===== src/rtl/fft8_pkg.sv =====
// Shared definitions for the 8-point radix-2 DIT FFT sequencer and its address generator.
package fft8_pkg;

    localparam int N              = 8;
    localparam int LOG2N          = 3;
    localparam int BFLY_PER_STAGE = 4;

    typedef enum logic [1:0] {
        IDLE,
        ISSUE,
        DRAIN,
        DONE
    } state_t;

    typedef struct packed {
        logic [LOG2N-1:0] addr_a;
        logic [LOG2N-1:0] addr_b;
        logic [1:0]       tw_idx;
        logic             tw_conj;
    } bf_cmd_t;

endpackage


===== src/rtl/fft8_addr_gen.sv =====
// Combinational map from (stage, butterfly index k) to in-place addresses and twiddle index.
module fft8_addr_gen
    import fft8_pkg::*;
(
    input  logic [1:0]       stage,
    input  logic [1:0]       k,
    output logic [LOG2N-1:0] addr_a,
    output logic [LOG2N-1:0] addr_b,
    output logic [1:0]       tw_idx
);

    // span = 1<<s, j = k & (span-1), grp = k>>s; each case is that formula unrolled.
    always_comb begin
        addr_a = '0;
        addr_b = '0;
        tw_idx = '0;
        case (stage)
            2'd0: begin
                addr_a = {k, 1'b0};
                addr_b = addr_a + 3'd1;
                tw_idx = 2'd0;
            end
            2'd1: begin
                addr_a = {k[1], 1'b0, k[0]};
                addr_b = addr_a + 3'd2;
                tw_idx = {k[0], 1'b0};
            end
            2'd2: begin
                addr_a = {1'b0, k};
                addr_b = addr_a + 3'd4;
                tw_idx = k;
            end
            default: begin
                addr_a = '0;
                addr_b = '0;
                tw_idx = '0;
            end
        endcase
    end

endmodule


===== src/rtl/fft8_sched.sv =====
// Butterfly command sequencer for the 8-point FFT: 3 stages x 4 butterflies with writeback tracking.
// Optional inverse-transform twiddle conjugation is enabled by defining FFT8_SCHED_IFFT_EN.
module fft8_sched
    import fft8_pkg::*;
#(
    parameter int MAX_OUTSTANDING = 4
) (
    input  logic       clk,
    input  logic       rst,
    input  logic       start,
    input  logic       inverse,
    output logic       busy,
    output logic       done,
    output logic       bf_valid,
    input  logic       bf_ready,
    output logic [2:0] bf_addr_a,
    output logic [2:0] bf_addr_b,
    output logic [1:0] tw_idx,
    output logic       tw_conj,
    output logic [1:0] stage,
    input  logic       wb_valid
);

    state_t     state, state_nx;
    logic [1:0] stage_q;
    logic [1:0] k_q;
    logic [2:0] outst_q;
    logic [2:0] wbcnt_q;
    logic       hs;
    logic       wb_ok;
    logic       drain_met;
    bf_cmd_t    cmd;

    // Writebacks with nothing outstanding are dropped so the counters saturate at zero.
    assign hs        = bf_valid && bf_ready;
    assign wb_ok     = wb_valid && (state != IDLE) && (outst_q != 3'd0);
    assign drain_met = ({1'b0, wbcnt_q} + {3'b000, wb_ok}) >= 4'(BFLY_PER_STAGE);

    always_ff @(posedge clk) begin
        if (rst) state <= IDLE;
        else     state <= state_nx;
    end

    always_comb begin
        state_nx = state;
        case (state)
            IDLE:    if (start) state_nx = ISSUE;
            ISSUE:   if (hs && k_q == 2'd3) state_nx = DRAIN;
            DRAIN:   if (drain_met) state_nx = (stage_q == 2'd2) ? DONE : ISSUE;
            DONE:    state_nx = IDLE;
            default: state_nx = IDLE;
        endcase
    end

    always_ff @(posedge clk) begin
        if (rst) begin
            stage_q <= 2'd0;
            k_q     <= 2'd0;
            outst_q <= 3'd0;
            wbcnt_q <= 3'd0;
        end else begin
            outst_q <= outst_q + {2'b00, hs} - {2'b00, wb_ok};
            case (state)
                IDLE: if (start) begin
                    stage_q <= 2'd0;
                    k_q     <= 2'd0;
                    wbcnt_q <= 3'd0;
                end
                ISSUE: begin
                    if (hs)    k_q     <= k_q + 2'd1;
                    if (wb_ok) wbcnt_q <= wbcnt_q + 3'd1;
                end
                // The last writeback of a stage may advance the stage in the same cycle it arrives.
                DRAIN: begin
                    if (drain_met) begin
                        wbcnt_q <= 3'd0;
                        if (stage_q != 2'd2) stage_q <= stage_q + 2'd1;
                    end else if (wb_ok) begin
                        wbcnt_q <= wbcnt_q + 3'd1;
                    end
                end
                DONE: begin
                    stage_q <= 2'd0;
                    wbcnt_q <= 3'd0;
                end
                default: ;
            endcase
        end
    end

    fft8_addr_gen u_addr_gen (
        .stage  (stage_q),
        .k      (k_q),
        .addr_a (cmd.addr_a),
        .addr_b (cmd.addr_b),
        .tw_idx (cmd.tw_idx)
    );

`ifdef FFT8_SCHED_IFFT_EN
    logic inv_q;

    always_ff @(posedge clk) begin
        if (rst)                        inv_q <= 1'b0;
        else if (state == IDLE && start) inv_q <= inverse;
    end

    assign cmd.tw_conj = inv_q && busy;
`else
    logic unused_inverse;

    assign unused_inverse = inverse;
    assign cmd.tw_conj    = 1'b0;
`endif

    assign busy      = (state != IDLE);
    assign done      = (state == DONE);
    assign bf_valid  = (state == ISSUE) && (outst_q < 3'(MAX_OUTSTANDING));
    assign bf_addr_a = bf_valid ? cmd.addr_a : 3'd0;
    assign bf_addr_b = bf_valid ? cmd.addr_b : 3'd0;
    assign tw_idx    = bf_valid ? cmd.tw_idx : 2'd0;
    assign tw_conj   = cmd.tw_conj;
    assign stage     = stage_q;

`ifndef SYNTHESIS
    always_ff @(posedge clk) begin
        if (!rst && state != IDLE && wb_valid)
            assert (outst_q != 3'd0)
            else $error("fft8_sched: wb_valid with no butterfly outstanding");
    end
`endif

endmodule


===== config.mk =====
export PLATFORM = sky130hd
export DESIGN_NAME = fft8_sched
export DESIGN_NICKNAME = d
export VERILOG_FILES = /design/src/rtl/fft8_pkg.sv /design/src/rtl/fft8_addr_gen.sv /design/src/rtl/fft8_sched.sv
export SDC_FILE = /design/constraint.sdc
export NUM_CORES = 1
export LEC_CHECK = 0
export CORE_MARGIN = 2
export CORE_UTILIZATION = 53
export CTS_CLUSTER_DIAMETER = 100
export CTS_CLUSTER_SIZE = 25
export DETAILED_ROUTE_END_ITERATION = 8
export GPL_ROUTABILITY_DRIVEN = 0
export HOLD_SLACK_MARGIN = 0.1
export PLACE_DENSITY_LB_ADDON = 0.25
export SETUP_SLACK_MARGIN = 0.1
export SYNTH_ARGS = -nofsm -noshare
export SYNTH_HDL_FRONTEND = slang
export SYNTH_SLANG_ARGS = --single-unit

===== constraint.sdc =====
create_clock -name clk -period 6.72 [get_ports clk]
set_input_delay 0.672 -clock clk [delete_from_list [all_inputs] [get_ports clk]]
set_output_delay 0.672 -clock clk [all_outputs]
set_load 0.02 [all_outputs]

==> impl_metrics.ini <==
[job]
drv_cap = 0

[timing]
post-route-min-period_ns = 3.150
hold_violations = 0
maxClockFrequency_mhz = 317.4
worst_slack_ns = 3.570
fin_skew_ns = 0.001299
finalMaxSlewViolations = 0
timing.final.crit_share = 0.4688
fin_tns_setup_ns = 0
setup_viol = 0
rsz0062_at_grt = no

[floorplanning]
die_w_um = 45.60
dieHeight_um = 45.60
start_util = 0.5491
rows = 15
coreArea_mm2 = 0.001670
die_area_mm2 = 0.002079
io_pins = 20

[setup_path]
critPathArrivalTime_ns = 2.48
crit_path_start_kind = flip-flop
required_ns = 6.05
timing_worst_setup_path_type = flip-flop to output pin
path_max_fanout = 9
setup.worst_path.end_class = output pin

[route]
dr.pass1.iters = 4
ant_nets = 0
drcViolationCount = 0
vias = 755
routed_wl_um = 1732
first_iter_violations = 8
wire_per_inst_um = 12.46
post_drt_via_cell_ratio = 5.432

[grt]
overflow = 0
grt_max_degree = 12
grtUsageTotal = 0.2085
grt_pass1_vias = 762
antenna_found_initial = 0
grt_first_pass_wirelength_um = 3111

[clocking]
clk_latency_ns = 0.27
cts_hold_buf = 0
cts_inserted_buffers = 3
cts_sinks = 12
ctsResizeCount = 0
htree_levels = 1
clk_path_buf_depth = 2
post_cts_buffers = 0
root_buffer = clkbuf_4
clk_pin_slew_worst_paths_ns = 0.08
cts_tree = built

[yosys]
yosysSeqAreaShare = 0.2619
synth_top_family_by_area = simple AND/OR/NAND/NOR gates
synth-compound-area-share = 0.1501
ys_seq_elements = 12
yosysWarnings = 0
synth_edf_count = 0
synthSimpleGateAreaFrac = 0.2497
synth_cell_types = 35
synth_adder_area_share = 0.1992
synthXorXnorAreaFrac = 0.02865
synthCells = 104
ys.flop_type = dfxtp_1
synthArstFlopShare = 0
synth.avg_cell_area_um2 = 8.819
syn_nets = 124
synth_mux_area_frac = 0.04366
syn_area_um2 = 917.1

[power_and_ir_drop]
internal_power_mw = 0.2149
clkPwrFrac = 0.160
pwr-share-comb = 0.567
sequentialPowerShare = 0.273
sw_frac_of_total = 0.4034
vdd_drop_max_mv = 0.1820
power_switching_mw = 0.1453
leakagePower_nw = 0.4693
power_density_mw_per_mm2 = 319.2

[worst_hold_path]
hold_path.class = flip-flop to flip-flop

[cells_and_area]
area_growth_pct = 23.06
fillCellCount = 145
multi_input_area_um2 = 619.3
insertedDiodeCount = 0
layout-drive-gt1-share = 0.1066
nets = 143
final-seq-area_um2 = 240.2

[place]
dp_worst_setup_slack_ns = 3.826
dpl.hpwl_um = 1344
numPortBuffers = 17

[status]
outcome = finished clean
[layout by cell type, fill, tap and decap left out, drive strengths merged, types with 3 or more instances in the layout]
cell,synthesis,final
nand2b,4,4
nor2b,5,5
mux2i,4,4
nor2,14,14
a211oi,3,3
nand2,4,4
ha,13,13
clkbuf,2,4
a21oi,4,4
inv,11,11
dfxtp,12,12
clkdlybuf4s50,0,17
xnor2,3,3
[synthesized netlist by cell type, types with 2 or more instances]
| master | n | area [µm²] |
|---|---|---|
| and2_1 | 2 | 12.51 |
| nand3_1 | 2 | 10.01 |
| inv_1 | 11 | 41.29 |
| nor2b_1 | 5 | 31.28 |
| a22oi_1 | 2 | 15.01 |
| a211oi_2 | 2 | 25.02 |
| nand2_1 | 4 | 15.01 |
| ha_1 | 13 | 162.7 |
| o21ai_0 | 2 | 10.01 |
| nor3_1 | 2 | 10.01 |
| xnor2_1 | 3 | 26.28 |
| dfxtp_1 | 12 | 240.2 |
| mux2i_1 | 4 | 40.04 |
| nand2b_1 | 3 | 18.77 |
| a21oi_1 | 4 | 20.02 |
| nor2_1 | 14 | 52.55 |
[critical path: stages (launching register included)]
cell	delay, ns
dfxtp_1	0.33
inv_1	0.12
ha_1	0.43
nor2b_1	0.42
nand2b_2	0.15
a21oi_1	0.14
clkdlybuf4s50_1	0.61
[sequential cells by signal, indices dropped and copies added (netlist names)]
name     cells
wbcnt_q      3
k_q          2
stage        2
outst_q      3
state        2
[cells by family (layout without fill, tap and decap cells)]
| kind of cell | Yosys count | in the layout |
|---|---|---|
| AOI/OAI and AO/OA | 15 | 15 |
| xor gates and xnor gates | 3 | 3 |
| DFF | 12 | 12 |
| other | 1 | 1 |
| muxes | 4 | 4 |
| and+or+nand+nor | 41 | 41 |
| adders and majority gates | 14 | 14 |
| buffers and inverters | 14 | 32 |
[final timing paths]
check,cells after the start,slack [ns],endpoint,from
min,2,0.53,wbcnt_q[2],wbcnt_q[2]
max,6,3.57,bf_addr_b[0],state[1]
min reg2reg,2,0.53,wbcnt_q[2],wbcnt_q[2]
max reg2reg,11,3.94,outst_q[2],state[1]
[per-layer routing]
metal	vias up	GRT usage	share of wire
met5	-	0	0
met2	14	0.3746	0.50
met4	0	0.07647	0.0069
met3	2	0.05159	0.037
li1	386	-	-
met1	353	0.2336	0.46
[area by class of cell]
| class | count | share of cell area |
|---|---|---|
| inverters | 11 | 0.03659 |
| repair buffers | 17 | 0.1508 |
| clock buffers | 4 | 0.03215 |
| flip-flops and latches | 12 | 0.2129 |
| well taps | 17 | 0.01885 |
| multi-input cells | 78 | 0.5488 |
[power by group through the flow]
stage / sequential (mW) / clock (mW) / combinational [mW]
floorplan: 0.0979 / 0 / 0.155
finish: 0.0984 / 0.0575 / 0.204
global placement: 0.0996 / 0 / 0.200
global route: 0.101 / 0.0631 / 0.230
detailed placement: 0.100 / 0 / 0.204
CTS: 0.0986 / 0.0600 / 0.207
[stage by stage]
step	util	std cells	hold WS [ns]	instance area [µm²]	power, mW
final	0.6757	139	0.5303	1129	0.3602
after global routing	0.6757	139	0.5614	1129	0.3941
after CTS	0.6757	139	0.5378	1129	0.3653
after detailed placement	0.6539	135	0.5186	1092	0.3042
after global placement	0.6539	135	0.5056	1092	0.2994
after floorplan	-	104	0.4763	917.1	0.2533
Note: power is estimated with default switching activity, not from simulation.
